==> src/rtl/dds_pkg.sv <==
// dds_pkg -- shared definitions for the DDS frequency sweep controller.
//
// Holds the sweep state enumeration and the default code and dwell widths.
// Optional feature macro: DDS_SWEEP_BIDIR_EN adds the DOWN state used for
// triangle (up then down) sweeping.
package dds_pkg;

  localparam int DEFAULT_WIDTH       = 32;
  localparam int DEFAULT_DWELL_WIDTH = 16;

  // STEP is the decision taken in the final dwell cycle of a code; it is
  // decoded from DWELL plus the timer zero flag rather than held for a cycle
  // of its own, so every code is held exactly dwell+1 cycles.
`ifdef DDS_SWEEP_BIDIR_EN
  typedef enum logic [2:0] {
    IDLE  = 3'd0,
    DWELL = 3'd1,
    STEP  = 3'd2,
    DONE  = 3'd3,
    DOWN  = 3'd4
  } state_t;
`else
  typedef enum logic [2:0] {
    IDLE  = 3'd0,
    DWELL = 3'd1,
    STEP  = 3'd2,
    DONE  = 3'd3
  } state_t;
`endif

endpackage

==> src/rtl/dds_dwell_timer.sv <==
// dds_dwell_timer -- loadable down-counter timing how long each code is held.
//
// Ports:
//   clk, rst  clock and asynchronous active-high reset
//   load      load value into the counter this cycle (takes priority)
//   value     count to load (the dwell setting)
//   zero      high while the counter is 0 (final cycle of the hold)
module dds_dwell_timer #(
  parameter int DWELL_WIDTH = 16
) (
  input  logic                   clk,
  input  logic                   rst,
  input  logic                   load,
  input  logic [DWELL_WIDTH-1:0] value,
  output logic                   zero
);

  logic [DWELL_WIDTH-1:0] count;

  // NOTE: clocked state is written with non-blocking assignments so every
  // register samples values from before the edge, independent of block order.
  always_ff @(posedge clk or posedge rst) begin
    if (rst) begin
      count <= '0;
    end else if (load) begin
      count <= value;
    end else if (count != '0) begin
      count <= count - 1'b1;
    end
  end

  assign zero = (count == '0);

endmodule

==> src/rtl/dds_sweep_ctrl.sv <==
// dds_sweep_ctrl -- stepped frequency-code sweep generator feeding a DDS
// phase accumulator.
//
// Ports:
//   clk, rst         clock and asynchronous active-high reset
//   start            launch a sweep (accepted only while idle)
//   abort            end the current sweep at once, no done pulse
//   start_code       first code of the sweep
//   stop_code        final code of the sweep (clamp target)
//   step_code        increment applied per step
//   dwell            extra hold cycles per code (hold = dwell+1)
//   repeat_mode      restart from start_code after each pass until aborted
//   code             registered frequency code
//   busy             sweep in progress
//   step_strobe      one-cycle pulse whenever code is (re)loaded
//   done             one-cycle pulse when a non-repeating sweep finishes
//
// Optional feature macro: DDS_SWEEP_BIDIR_EN -- after holding stop_code the
// sweep descends by step_code back to start_code (triangle sweep).
module dds_sweep_ctrl
  import dds_pkg::*;
#(
  parameter int WIDTH       = DEFAULT_WIDTH,
  parameter int DWELL_WIDTH = DEFAULT_DWELL_WIDTH
) (
  input  logic                   clk,
  input  logic                   rst,
  input  logic                   start,
  input  logic                   abort,
  input  logic [WIDTH-1:0]       start_code,
  input  logic [WIDTH-1:0]       stop_code,
  input  logic [WIDTH-1:0]       step_code,
  input  logic [DWELL_WIDTH-1:0] dwell,
  input  logic                   repeat_mode,
  output logic [WIDTH-1:0]       code,
  output logic                   busy,
  output logic                   step_strobe,
  output logic                   done
);

  state_t state_q, state_d, phase;

  logic [WIDTH-1:0]       code_q, code_d;
  logic                   busy_q, busy_d;
  logic                   strobe_q, strobe_d;
  logic                   done_q, done_d;
  logic                   last_q, last_d;   // current code ends this leg

  // Configuration captured at start; inputs are don't-care afterwards.
  logic [WIDTH-1:0]       start_c, stop_c, step_c;
  logic [DWELL_WIDTH-1:0] dwell_c;
  logic                   repeat_c;
  logic                   single_c;         // single-point sweep

  logic                   capture;
  logic                   single_in;
  logic                   leg_end;
  logic                   load;
  logic [DWELL_WIDTH-1:0] load_value;
  logic                   timer_zero;

  logic [WIDTH:0]         sum;
  logic                   up_clamp;

  dds_dwell_timer #(
    .DWELL_WIDTH(DWELL_WIDTH)
  ) u_timer (
    .clk  (clk),
    .rst  (rst),
    .load (load),
    .value(load_value),
    .zero (timer_zero)
  );

  assign capture   = (state_q == IDLE) && start && !abort;
  assign single_in = (step_code == '0) || (start_code >= stop_code);

  // The extra carry bit keeps a step past the top of the code range from
  // wrapping around to a small value.
  assign sum      = {1'b0, code_q} + {1'b0, step_c};
  assign up_clamp = sum[WIDTH] || (sum[WIDTH-1:0] >= stop_c);

`ifdef DDS_SWEEP_BIDIR_EN
  logic [WIDTH:0] diff;
  logic           dn_clamp;

  // Borrow out of the extra bit marks a step below zero.
  assign diff     = {1'b0, code_q} - {1'b0, step_c};
  assign dn_clamp = diff[WIDTH] || (diff[WIDTH-1:0] <= start_c);
`endif

  assign phase = (state_q == DWELL && timer_zero) ? STEP : state_q;

  // NOTE: every signal driven here gets a default first, so no path through
  // the case leaves it unassigned and no latch is inferred.
  always_comb begin
    state_d    = state_q;
    code_d     = code_q;
    busy_d     = busy_q;
    strobe_d   = 1'b0;
    done_d     = 1'b0;
    last_d     = last_q;
    load       = 1'b0;
    load_value = dwell_c;
    leg_end    = 1'b0;

    if (abort && state_q != IDLE) begin
      state_d = IDLE;
      busy_d  = 1'b0;
    end else begin
      case (phase)
        IDLE: begin
          if (capture) begin
            state_d    = DWELL;
            code_d     = start_code;
            busy_d     = 1'b1;
            strobe_d   = 1'b1;
            last_d     = single_in;
            load       = 1'b1;
            load_value = dwell;
          end
        end
        DWELL: ;
        STEP: begin
          if (!last_q) begin
            code_d   = up_clamp ? stop_c : sum[WIDTH-1:0];
            last_d   = up_clamp;
            strobe_d = 1'b1;
            load     = 1'b1;
`ifdef DDS_SWEEP_BIDIR_EN
          end else if (!single_c) begin
            // stop_code hold finished: start the descending leg.
            state_d  = DOWN;
            code_d   = dn_clamp ? start_c : diff[WIDTH-1:0];
            last_d   = dn_clamp;
            strobe_d = 1'b1;
            load     = 1'b1;
`endif
          end else begin
            leg_end = 1'b1;
          end
        end
`ifdef DDS_SWEEP_BIDIR_EN
        DOWN: begin
          if (timer_zero) begin
            if (!last_q) begin
              code_d   = dn_clamp ? start_c : diff[WIDTH-1:0];
              last_d   = dn_clamp;
              strobe_d = 1'b1;
              load     = 1'b1;
            end else begin
              leg_end = 1'b1;
            end
          end
        end
`endif
        DONE: begin
          state_d = IDLE;
          busy_d  = 1'b0;
        end
        default: begin
          state_d = IDLE;
          busy_d  = 1'b0;
        end
      endcase

      if (leg_end) begin
        if (repeat_c) begin
          state_d  = DWELL;
          code_d   = start_c;
          last_d   = single_c;
          strobe_d = 1'b1;
          load     = 1'b1;
        end else begin
          state_d = DONE;
          done_d  = 1'b1;
        end
      end
    end
  end

  // NOTE: the captured configuration is reset along with the control state so
  // nothing left over from an interrupted sweep is visible after reset.
  always_ff @(posedge clk or posedge rst) begin
    if (rst) begin
      state_q  <= IDLE;
      code_q   <= '0;
      busy_q   <= 1'b0;
      strobe_q <= 1'b0;
      done_q   <= 1'b0;
      last_q   <= 1'b0;
      start_c  <= '0;
      stop_c   <= '0;
      step_c   <= '0;
      dwell_c  <= '0;
      repeat_c <= 1'b0;
      single_c <= 1'b0;
    end else begin
      state_q  <= state_d;
      code_q   <= code_d;
      busy_q   <= busy_d;
      strobe_q <= strobe_d;
      done_q   <= done_d;
      last_q   <= last_d;
      if (capture) begin
        start_c  <= start_code;
        stop_c   <= stop_code;
        step_c   <= step_code;
        dwell_c  <= dwell;
        repeat_c <= repeat_mode;
        single_c <= single_in;
      end
    end
  end

  assign code        = code_q;
  assign busy        = busy_q;
  assign step_strobe = strobe_q;
  assign done        = done_q;

endmodule

==> config.mk <==
export PLATFORM = sky130hd
export DESIGN_NAME = dds_sweep_ctrl
export DESIGN_NICKNAME = d
export VERILOG_FILES = /design/src/rtl/dds_pkg.sv /design/src/rtl/dds_dwell_timer.sv /design/src/rtl/dds_sweep_ctrl.sv
export SDC_FILE = /design/constraint.sdc
export NUM_CORES = 1
export LEC_CHECK = 0
export BUFFER_PORTS_ARGS = -buffer_cell sky130_fd_sc_hd__buf_4
export CORE_MARGIN = 1.5
export CORE_UTILIZATION = 58
export DETAILED_ROUTE_END_ITERATION = 12
export PLACE_DENSITY = 0.8
export SLEW_MARGIN = 25
export SYNTH_ARGS = -nofsm -noshare
export SYNTH_HDL_FRONTEND = slang
export SYNTH_HIERARCHICAL = 1
export SYNTH_SLANG_ARGS = --single-unit
==> constraint.sdc <==
create_clock -name clk -period 7.5 [get_ports clk]
set_clock_uncertainty 0.05 [all_clocks]
set_input_delay 1.5 -clock clk [delete_from_list [all_inputs] [get_ports clk]]
set_output_delay 1.5 -clock clk [all_outputs]
set_load 0.005 [all_outputs]
# After elaboration in Yosys (flattened, before gate mapping)
# Cells that the tools add are included.
[classes]
reduce_logical = 17
add_sub_neg = 2
mux = 37
n_lt_le_gt_ge = 2
eq_ne = 7
[op_table]
columns = ["op", "count"]
rows = [
  ["2-to-1 mux 32 bit", 5],
  ["2-to-1 mux 16 bit", 5],
  ["greater-or-equal comparator 32 bit", 2],
  ["one-hot mux 32 bit (2 select lines)", 1],
  ["adder 32 x 32 -> 33 bit", 1],
  ["logical NOT 32 bit", 1],
  ["2-to-1 mux 1 bit", 17],
  ["logical NOT 16 bit", 1],
  ["nonzero test 16 bit", 1],
  ["subtractor 16 x 1 -> 16 bit, second input constant", 1],
  ["2-to-1 mux 3 bit", 4],
  ["== test 3 x 1 -> 1 bit, second input constant", 2],
  ["logical NOT 3 bit", 2],
  ["one-hot mux 1 bit (2 select lines)", 3],
  ["one-hot mux 3 bit (2 select lines)", 1],
  ["logical AND 1 bit", 4],
  ["!= test 4 bit, second input constant", 1],
  ["AND reduction 2 bit", 2],
  ["== test 3 x 2 -> 1 bit, second input constant", 1],
  ["!= test 3 x 1 -> 1 bit, second input constant", 1],
  ["!= test 3 bit, second input constant", 1],
  ["nonzero test 3 bit", 1],
  ["logical OR 1 bit", 2],
  ["2-to-1 mux 2 bit", 1],
  ["other kinds (4)", 4],
]
[word_totals]
output_inout_bits = 35
regBits = 169
in_bits = 117
wordCells = 78

# Logic depth before layout (Yosys ltp)
# Gate-level depths: netlist (run 1).
[depth]
ltp_word = 9
depth_mapped = 20
depth_no_buf = 18

# Hierarchy
# Netlist (run 1), hierarchy kept.
[modules_own_cells]
columns = ["mod", "seq_area_each_um2", "n_inst", "cells_each", "area_per_inst_um2"]
rows = [
  ["dds_sweep_ctrl", 3803.6, 1, 1254, 10448.8],
  ["dds_dwell_timer", 400.4, 1, 102, 993.5],
]

# Worst setup path before layout (run 1)
# Ideal clock, no wire load.
[synth_path]
kind = "reg-to-reg"
start = "register code_q[8], in the netlist code[8]"
end = "register code_q[20], in the netlist code[20]"
setup_slack_ns = 2.863
required_ns = 7.325
setup_ns = 0.125
stages_incl_launch_ff = 20
arrival_time_ns = 4.462
period_less_slack_ns = 4.637
n_path_buf = 2
cell_sequence = "dfrtp_1 > ha_1 > clkbuf_1 > a21oi_1 > o21a_1 > or2_2 > and4_1 > o41ai_1 > o31a_1 > xor2_1 > ha_1 > a21oi_1 > o21ai_0 > a221o_1 > a221oi_4 > o41ai_2 > a21oi_4 > buf_6 > mux2_1 > o2bb2ai_1"
[synth_via]
elab_chain_len = 8
[synth_rtl]
columns = ["element", "line", "rtl"]
rows = [
  ["start: declaration", "dds_sweep_ctrl.sv:43", "logic [WIDTH-1:0] code_q, code_d;"],
  ["start signal: assignment", "dds_sweep_ctrl.sv:200", "code_q <= code_d;"],
  ["adder 32 x 32 -> 33 bit *", "dds_sweep_ctrl.sv:80", "assign sum = {1'b0, code_q} + {1'b0, step_c};"],
  ["greater-or-equal comparator 32 bit", "dds_sweep_ctrl.sv:81", "assign up_clamp = sum[WIDTH] || (sum[WIDTH-1:0] >= stop_c);"],
  ["logical OR 1 bit", "dds_sweep_ctrl.sv:81", ""],
  ["2-to-1 mux 32 bit *", "dds_sweep_ctrl.sv:126", "code_d = up_clamp ? stop_c : sum[WIDTH-1:0];"],
  ["2-to-1 mux 32 bit *", "dds_sweep_ctrl.sv:125", "if (!last_q) begin"],
  ["one-hot mux 32 bit (2 select lines) *", "dds_sweep_ctrl.sv:111", "case (phase)"],
  ["2-to-1 mux 32 bit", "dds_sweep_ctrl.sv:168", "if (repeat_c) begin"],
  ["2-to-1 mux 32 bit *", "dds_sweep_ctrl.sv:167", "if (leg_end) begin"],
]
# Mark *: on every way between the ends. The rest lies on a longest branch, timed or not.
# A chain may end at the register's enable or synchronous reset.

# Final worst setup path (run 1)
[layout_path]
start = "register code_q[2], in the netlist code[2]"
end = "register code_q[19], in the netlist code[19]"
# The elaborated chain is that of the path after synthesis.

==> results of run 1 <==
-- registers in the layout, summed over array words and instances, names as in the netlist --
register and count:
busy 1, code 32, done 1, dwell_c 16
last_q 1, repeat_c 1, single_c 1, start_c 32
state_q 2, step_c 32, step_strobe 1, stop_c 32
u_timer/count 16
-- final timing paths --
kind / slack, ns / endpoint / cells past startpoint
max: 1.89 / code[19]$_DFFE_PP0N_ / 17
min: 0.43 / step_c[2]$_DFFE_PP0P_ / 2
max reg2reg: 1.89 / code[19]$_DFFE_PP0N_ / 17
min reg2reg: 0.43 / step_c[2]$_DFFE_PP0P_ / 2
max in group asynchronous: 5.20 / code[22]$_DFFE_PP0N_ / 3
min in group asynchronous: 1.06 / dwell_c[9]$_DFF_PP0_ / 2
-- power by group through the flow --
stage	sequential, mW	clock [mW]	combinational, mW
after floorplan	1.51	0	2.93
after global placement	1.57	0	3.87
after detailed placement	1.59	0	3.94
after CTS	1.58	0.860	3.98
after global routing	1.63	0.899	4.43
final	1.58	0.851	4.03
-- through the flow --
stage | power (mW) | hold slack, ns
6_report | 6.47 | 0.432
3_3_place_gp | 5.45 | 0.410
4_1_cts | 6.42 | 0.433
2_1_floorplan | 4.44 | 0.396
5_1_grt | 6.95 | 0.453
3_5_place_dp | 5.53 | 0.413
-- cells in the mapped netlist (all sizes together), types with 4 or more instances --
cell type / n
a2111oi: 4
o21ai: 73
a221oi: 23
a211oi: 20
o22ai: 24
xnor2: 25
o21a: 12
o211ai: 8
nand2: 337
a21oi: 94
and4: 9
nand4: 26
a211o: 7
dfrtp: 168
nor4: 10
ha: 100
clkbuf: 56
nor3: 22
buf: 12
a221o: 13
nor2: 41
nor2b: 7
mux2: 20
o41ai: 4
o31ai: 7
o22a: 7
nand2b: 8
o2bb2ai: 5
and3: 20
a21o: 22
nand3: 21
xor2: 13
inv: 80
a31oi: 13
-- placed cells by master (no fill, tap or decap), types with 5 or more instances in the layout --
cell / count
ha_1: 100
nor2_1: 39
o21a_1: 12
nand2_1: 336
o22ai_1: 24
a31oi_1: 13
and4_1: 8
nor2b_1: 7
nor3_1: 18
o21ai_1: 18
o22a_1: 7
xnor2_1: 25
nand3_1: 20
clkbuf_16: 17
dfrtp_1: 168
nand4_1: 25
a221oi_1: 22
o211ai_1: 8
nand2b_1: 8
a21oi_1: 90
a211o_1: 7
xor2_1: 13
o21ai_0: 54
o2bb2ai_1: 5
and3_1: 20
a211oi_1: 19
a221o_1: 13
inv_1: 79
nor4_1: 9
buf_4: 162
mux2_2: 16
o31ai_1: 7
a21o_1: 22
-- layer usage --
metal	GRT usage, %	share of wire [%]	routed length, µm
met1	43.3	43	14400
met5	0	0	0
met2	55.6	48	16100
met3	5.90	6.3	2130
met4	12.9	3.0	1010
-- kinds of logic (layout without fill, tap and decap cells) --
| kind of cell | count (synthesis) | count (layout) |
|---|---|---|
| adders and majority gates | 101 | 101 |
| xor gates and xnor gates | 38 | 38 |
| and+or+nand+nor | 517 | 517 |
| AOI/OAI and AO/OA | 361 | 361 |
| buffers and inverters | 148 | 275 |
| DFF | 168 | 168 |
| muxes | 23 | 23 |
-- worst max-delay path: stages, from the launching register on --
cell      delay [ns]
dfrtp_1         0.41
ha_1            0.38
o21ai_0         0.09
o21bai_1        0.30
o211ai_1        0.24
and4_1          0.24
o41ai_1         0.54
o31a_1          0.24
xor2_1          0.17
ha_1            0.27
a21oi_1         0.15
o21ai_0         0.16
a221o_1         0.42
a221oi_4        0.26
o41a_2          0.60
nand2_2         0.44
or3_1           0.48
nand3_1         0.08
-- final cells by class --
cell class	count	share of cell area, %
multi-input cells	1040	50.2
repair buffers	163	9.33
well taps	265	2.49
clock inverters	13	0.854
clock buffers	19	3.32
flip-flops and latches	168	31.5
inverters	80	2.29
==> impl_metrics.json, run 1 <==
{
  "pwr-share-clk_pct": 13.2,
  "peakVddDrop_mv": 0.249,
  "grt_start_max_net_pins": 101,
  "nets": 1688,
  "arrival_ns": 5.94,
  "numCtsBuffers": 17,
  "async_reset_ff_share_pct": 100,
  "place_ws_ns": 2.00,
  "placed_area_um2": 12700,
  "finalWorstSetupSlack_ns": 1.89,
  "synthMuxAreaShare_pct": 2.23,
  "pwr-share-seq_pct": 24.5,
  "first_pass_iters": 7,
  "regArea_um2": 4200,
  "cp_max_fo": 30,
  "insertion_delay_ns": 0.44,
  "io_pins": 152,
  "synth_simple_gate_area_share_pct": 20.7,
  "rows": 51,
  "detail_route.wl_per_cell_um": 19.2,
  "cts_repair_resize_count": 0,
  "clk_pin_slew_ns": 0.07,
  "place_hpwl_um": 24200,
  "synth-edff-count": 0,
  "finalSetupViolCount": 0,
  "synth_flop_cell": "dfrtp_1",
  "antenna_found_initial": 0,
  "synth_cell_type_count": 80,
  "gp_congestion": 0.929,
  "final_cells": 1748,
  "critPathKind": "flop to flop",
  "placed_cells": 1715,
  "end_kind": "flop",
  "drc": 0,
  "yosysTopAreaCell": "dfrtp_1",
  "finalWirelength_um": 33600,
  "cp.required_ns": 7.83,
  "timing.fmax_mhz": 178,
  "yosys.area_share.xor_xnor_pct": 2.91,
  "p_leak_nw": 6.53,
  "p_sw_mw": 3.12,
  "die_w_um": 143,
  "power_frac_comb_pct": 62.4,
  "syn_area_per_cell_um2": 8.44,
  "port_buffers": 151,
  "relSlewSlack_pct": 30.3,
  "synth_compound_area_share_pct": 21.2,
  "worst_pin_slew_ns": 1.03,
  "n_antenna_cell": 0,
  "yosys.area.top_type_share_pct": 36.7,
  "fp.dieH_um": 143,
  "p_int_mw": 3.35,
  "fp.dieArea_um2": 20600,
  "maxCapViolCount": 0,
  "cts_setup_buffers": 0,
  "critPathLaunchType": "flop",
  "setup-tns-final_ns": 0,
  "via_per_inst": 6.11,
  "syn-instance-count": 1356,
  "period_share_pct": 74.8,
  "synth_area_leaders": "dfrtp_1 37%, nand2_1 11%, ha_1 11%",
  "cts_max_level": 4,
  "postLayoutCoreUtil_pct": 68.7,
  "final_antenna_net_count": 0,
  "cts_root_buf": "clkbuf_16",
  "start_util_pct": 59.0,
  "clockBufferDepth": 2,
  "vias": 10700,
  "synth_area_um2": 11400,
  "cts_sinks": 168,
  "slew_violations": 0,
  "cts_hold_buf": 0,
  "grt_usage_pct": 33.4,
  "yosys_warnings": 6,
  "hold_viol": 0,
  "hold_path_class": "flop to flop",
  "rsz0062_at_grt": "false",
  "cts_tree": "yes",
  "grt_pass1_vias": 10300,
  "synth-seq-cells": 168,
  "p_sw_share_pct": 48.2,
  "fp.coreArea_um2": 19400,
  "r2r_start": "code[2]$_DFFE_PP0N_",
  "cellPowerDensity_nw_per_um2": 485,
  "drt_iter0_markers": 753,
  "fin_crit_ns": 5.61,
  "crit_start": "code[2]$_DFFE_PP0N_",
  "synth_top_family_by_area": "compound AO/OA/AOI/OAI gates",
  "grt_pass1_wl_um": 53400,
  "layout-drive-gt1-share_pct": 16.5,
  "outcome": "complete, no violations",
  "fillers": 1677,
  "synth_seq_area_share_pct": 36.7,
  "overflow": 0,
  "area_growth_syn_to_layout_pct": 16.5,
  "synth_nets": 1574,
  "min_from": "step_c[2]$_DFFE_PP0P_",
  "stdcell_area_um2": 13300,
  "synth_fa_ha_area_share_pct": 11.1,
  "multi_input_area_um2": 6680
}
(Power assumes the default switching activity.)
==> run 2, diff against run 1 <==
CORE_UTILIZATION = 53   (was 58)
PLACE_DENSITY = 0.77   (was 0.8)
clock period = 4.6 ns   (was 7.5 ns; I/O delays follow)
==> impl_metrics.json, run 2 (synthesis gave the netlist of run 1 again) <==
{
  "outcome": "complete, but fails checks",
  "violations": "setup timing",
  "io_pins": 152,
  "nets": 1789,
  "worst-path-stages": 19,
  "port_buffers": 151,
  "place_ws_ns": -0.239,
  "finalSetupViolCount": 8,
  "relSlewSlack_pct": 32.9,
  "worst_pin_slew_ns": 1.01,
  "multi_input_area_um2": 7100,
  "cpMaxStageDelayCell": "o41a_4",
  "timing.fmax_mhz": 216,
  "peakVddDrop_mv": 0.527,
  "cts_tree": "yes",
  "grt_usage_pct": 31.8,
  "numCtsBuffers": 17,
  "critical-path-top-delay-family": "compound AO/OA/AOI/OAI gates",
  "hold_path_class": "flop to flop",
  "antenna_found_initial": 0,
  "reg2reg_to": "code[11]$_DFFE_PP0N_",
  "detail_route.wl_per_cell_um": 19.3,
  "cellPowerDensity_nw_per_um2": 884,
  "cts_hold_buf": 0,
  "path_common_cell": "buf_6",
  "r2r_start": "step_c[0]$_DFFE_PP0P_",
  "p_sw_share_pct": 45.8,
  "grt_pass1_vias": 10600,
  "arrival_ns": 4.90,
  "grt_pass1_wl_um": 55500,
  "slew_violations": 0,
  "via_per_inst": 6.06,
  "crit_end": "code[11]$_DFFE_PP0N_",
  "critPathKind": "flop to flop",
  "clockBufferDepth": 2,
  "rsz0062_at_grt": "true",
  "overflow": 0,
  "vias": 11300,
  "final_common_cell": "nand2_1",
  "fillers": 1706,
  "place_hpwl_um": 25600,
  "critPathLaunchType": "flop",
  "period_share_pct": 101,
  "cp_cell_sequence": "ha_4, fa_2, a211oi_2, o211ai_1, nand3_1, nand2_2, buf_6, a211o_1, a21oi_2, xnor2_2, ha_2, and4_4, nand4_1, o41a_4, buf_6, clkbuf_16, and3_1, o21ai_1, a21oi_1",
  "fin_crit_ns": 4.63,
  "end_kind": "flop",
  "fp.dieH_um": 150,
  "die_w_um": 150,
  "finalWorstSetupSlack_ns": -0.0316,
  "drt_iter0_markers": 911,
  "pwr-share-clk_pct": 11.5,
  "cts_root_buf": "clkbuf_16",
  "reg2reg_slack_ns": -0.03,
  "reg2reg_depth": 19,
  "area_growth_syn_to_layout_pct": 27.7,
  "final_antenna_net_count": 0,
  "grt_start_max_net_pins": 153,
  "drc": 0,
  "n_antenna_cell": 0,
  "crit_start": "step_c[0]$_DFFE_PP0P_",
  "hold_viol": 0,
  "pwr-share-seq_pct": 20.0,
  "path_buf_inv": 3,
  "fp.dieArea_um2": 22500,
  "p_leak_nw": 7.13,
  "critPathMaxStageDelay_ns": 0.57,
  "start_util_pct": 54.3,
  "maxCapViolCount": 0,
  "p_sw_mw": 5.91,
  "regArea_um2": 4200,
  "power_frac_comb_pct": 68.5,
  "p_int_mw": 7.00,
  "cp.required_ns": 4.87,
  "insertion_delay_ns": 0.45,
  "finalWirelength_um": 35900,
  "final_cell_mix": "335 x nand2_1, 255 x buf_4, 168 x dfrtp_1, 87 x ha_1, 83 x a21oi_1",
  "first_pass_iters": 5,
  "cts_max_level": 4,
  "clk_pin_slew_ns": 0.07,
  "layout-drive-gt1-share_pct": 25.7,
  "fp.coreArea_um2": 21100,
  "cp_max_fo": 7,
  "cts_sinks": 168,
  "gp_congestion": 1.00,
  "p_total_mw": 12.9,
  "rows": 53
}
==> run 2: changes by cell type in the layout (fill, tap and decap cells not counted), sizes merged <==
cell    before  now
clkbuf      19   18
clkinv       5    6
bufinv       0    1
buf        163  263
==> run 2: repair_timing <==
item | 4_1_cts | 5_1_grt
resized for setup | 11 | 68
buffers inserted | 2 | 8
setup endpoints to repair | 19 | 33
cloned | 0 | 2
pin swaps | 2 | 47
==> run 2: worst min-delay path, cell delays in order (launching register included) <==
cell and delay [ns]:
dfrtp_1 0.35, nand2_1 0.05, nand2_1 0.05
==> run 2: power groups by stage <==
stage          sequential, mW  combinational (mW)  clock [mW]
2_1_floorplan            2.47                4.78           0
3_5_place_dp             2.54                7.47           0
6_report                 2.59                8.85        1.48
5_1_grt                  2.65                9.54        1.56
3_3_place_gp             2.52                7.33           0
4_1_cts                  2.53                7.70        1.50
==> run 2: how the worst min path moves through the flow <==
stage,from,to,slack (ns),cells after the start
finish,start_c[16]$_DFFE_PP0P_,start_c[16]$_DFFE_PP0P_,0.43,2
global route,start_c[4]$_DFFE_PP0P_,start_c[4]$_DFFE_PP0P_,0.46,2
detailed placement,start_c[15]$_DFFE_PP0P_,start_c[15]$_DFFE_PP0P_,0.41,2
CTS,start_c[16]$_DFFE_PP0P_,start_c[16]$_DFFE_PP0P_,0.43,2
global placement,start_c[31]$_DFFE_PP0P_,start_c[31]$_DFFE_PP0P_,0.41,2
floorplan,start_c[10]$_DFFE_PP0P_,start_c[10]$_DFFE_PP0P_,0.40,2
==> run 2: through the flow <==
step                setup TNS [ns]  instance area (µm²)  hold WS, ns  cells  utilization [%]
finish                      -0.127                14600        0.432   1859             69.3
global route                 -5.67                14600        0.456   1859             69.3
CTS                              0                14100        0.431   1849             67.0
detailed placement          -0.936                13500        0.412   1815             63.8
global placement            -0.528                13500        0.411   1815             63.8
floorplan                        0                11500        0.396   1356                -
==> run 2: metal layers <==
metal,vias up,track usage [%],wire [µm]
li1,5272,-,-
met1,5424,42.8,15400
met2,476,51.1,17000
met3,85,5.43,2460
met4,0,12.2,1090
met5,-,0,0
==> run 2: cell type report <==
| type | instances | area share [%] |
|---|---|---|
| flip-flops and latches | 168 | 28.8 |
| multi-input cells | 1040 | 48.6 |
| clock buffers | 17 | 2.91 |
| well taps | 275 | 2.36 |
| inverters | 80 | 2.08 |
| clock inverters | 15 | 1.23 |
| repair buffers | 264 | 14.0 |
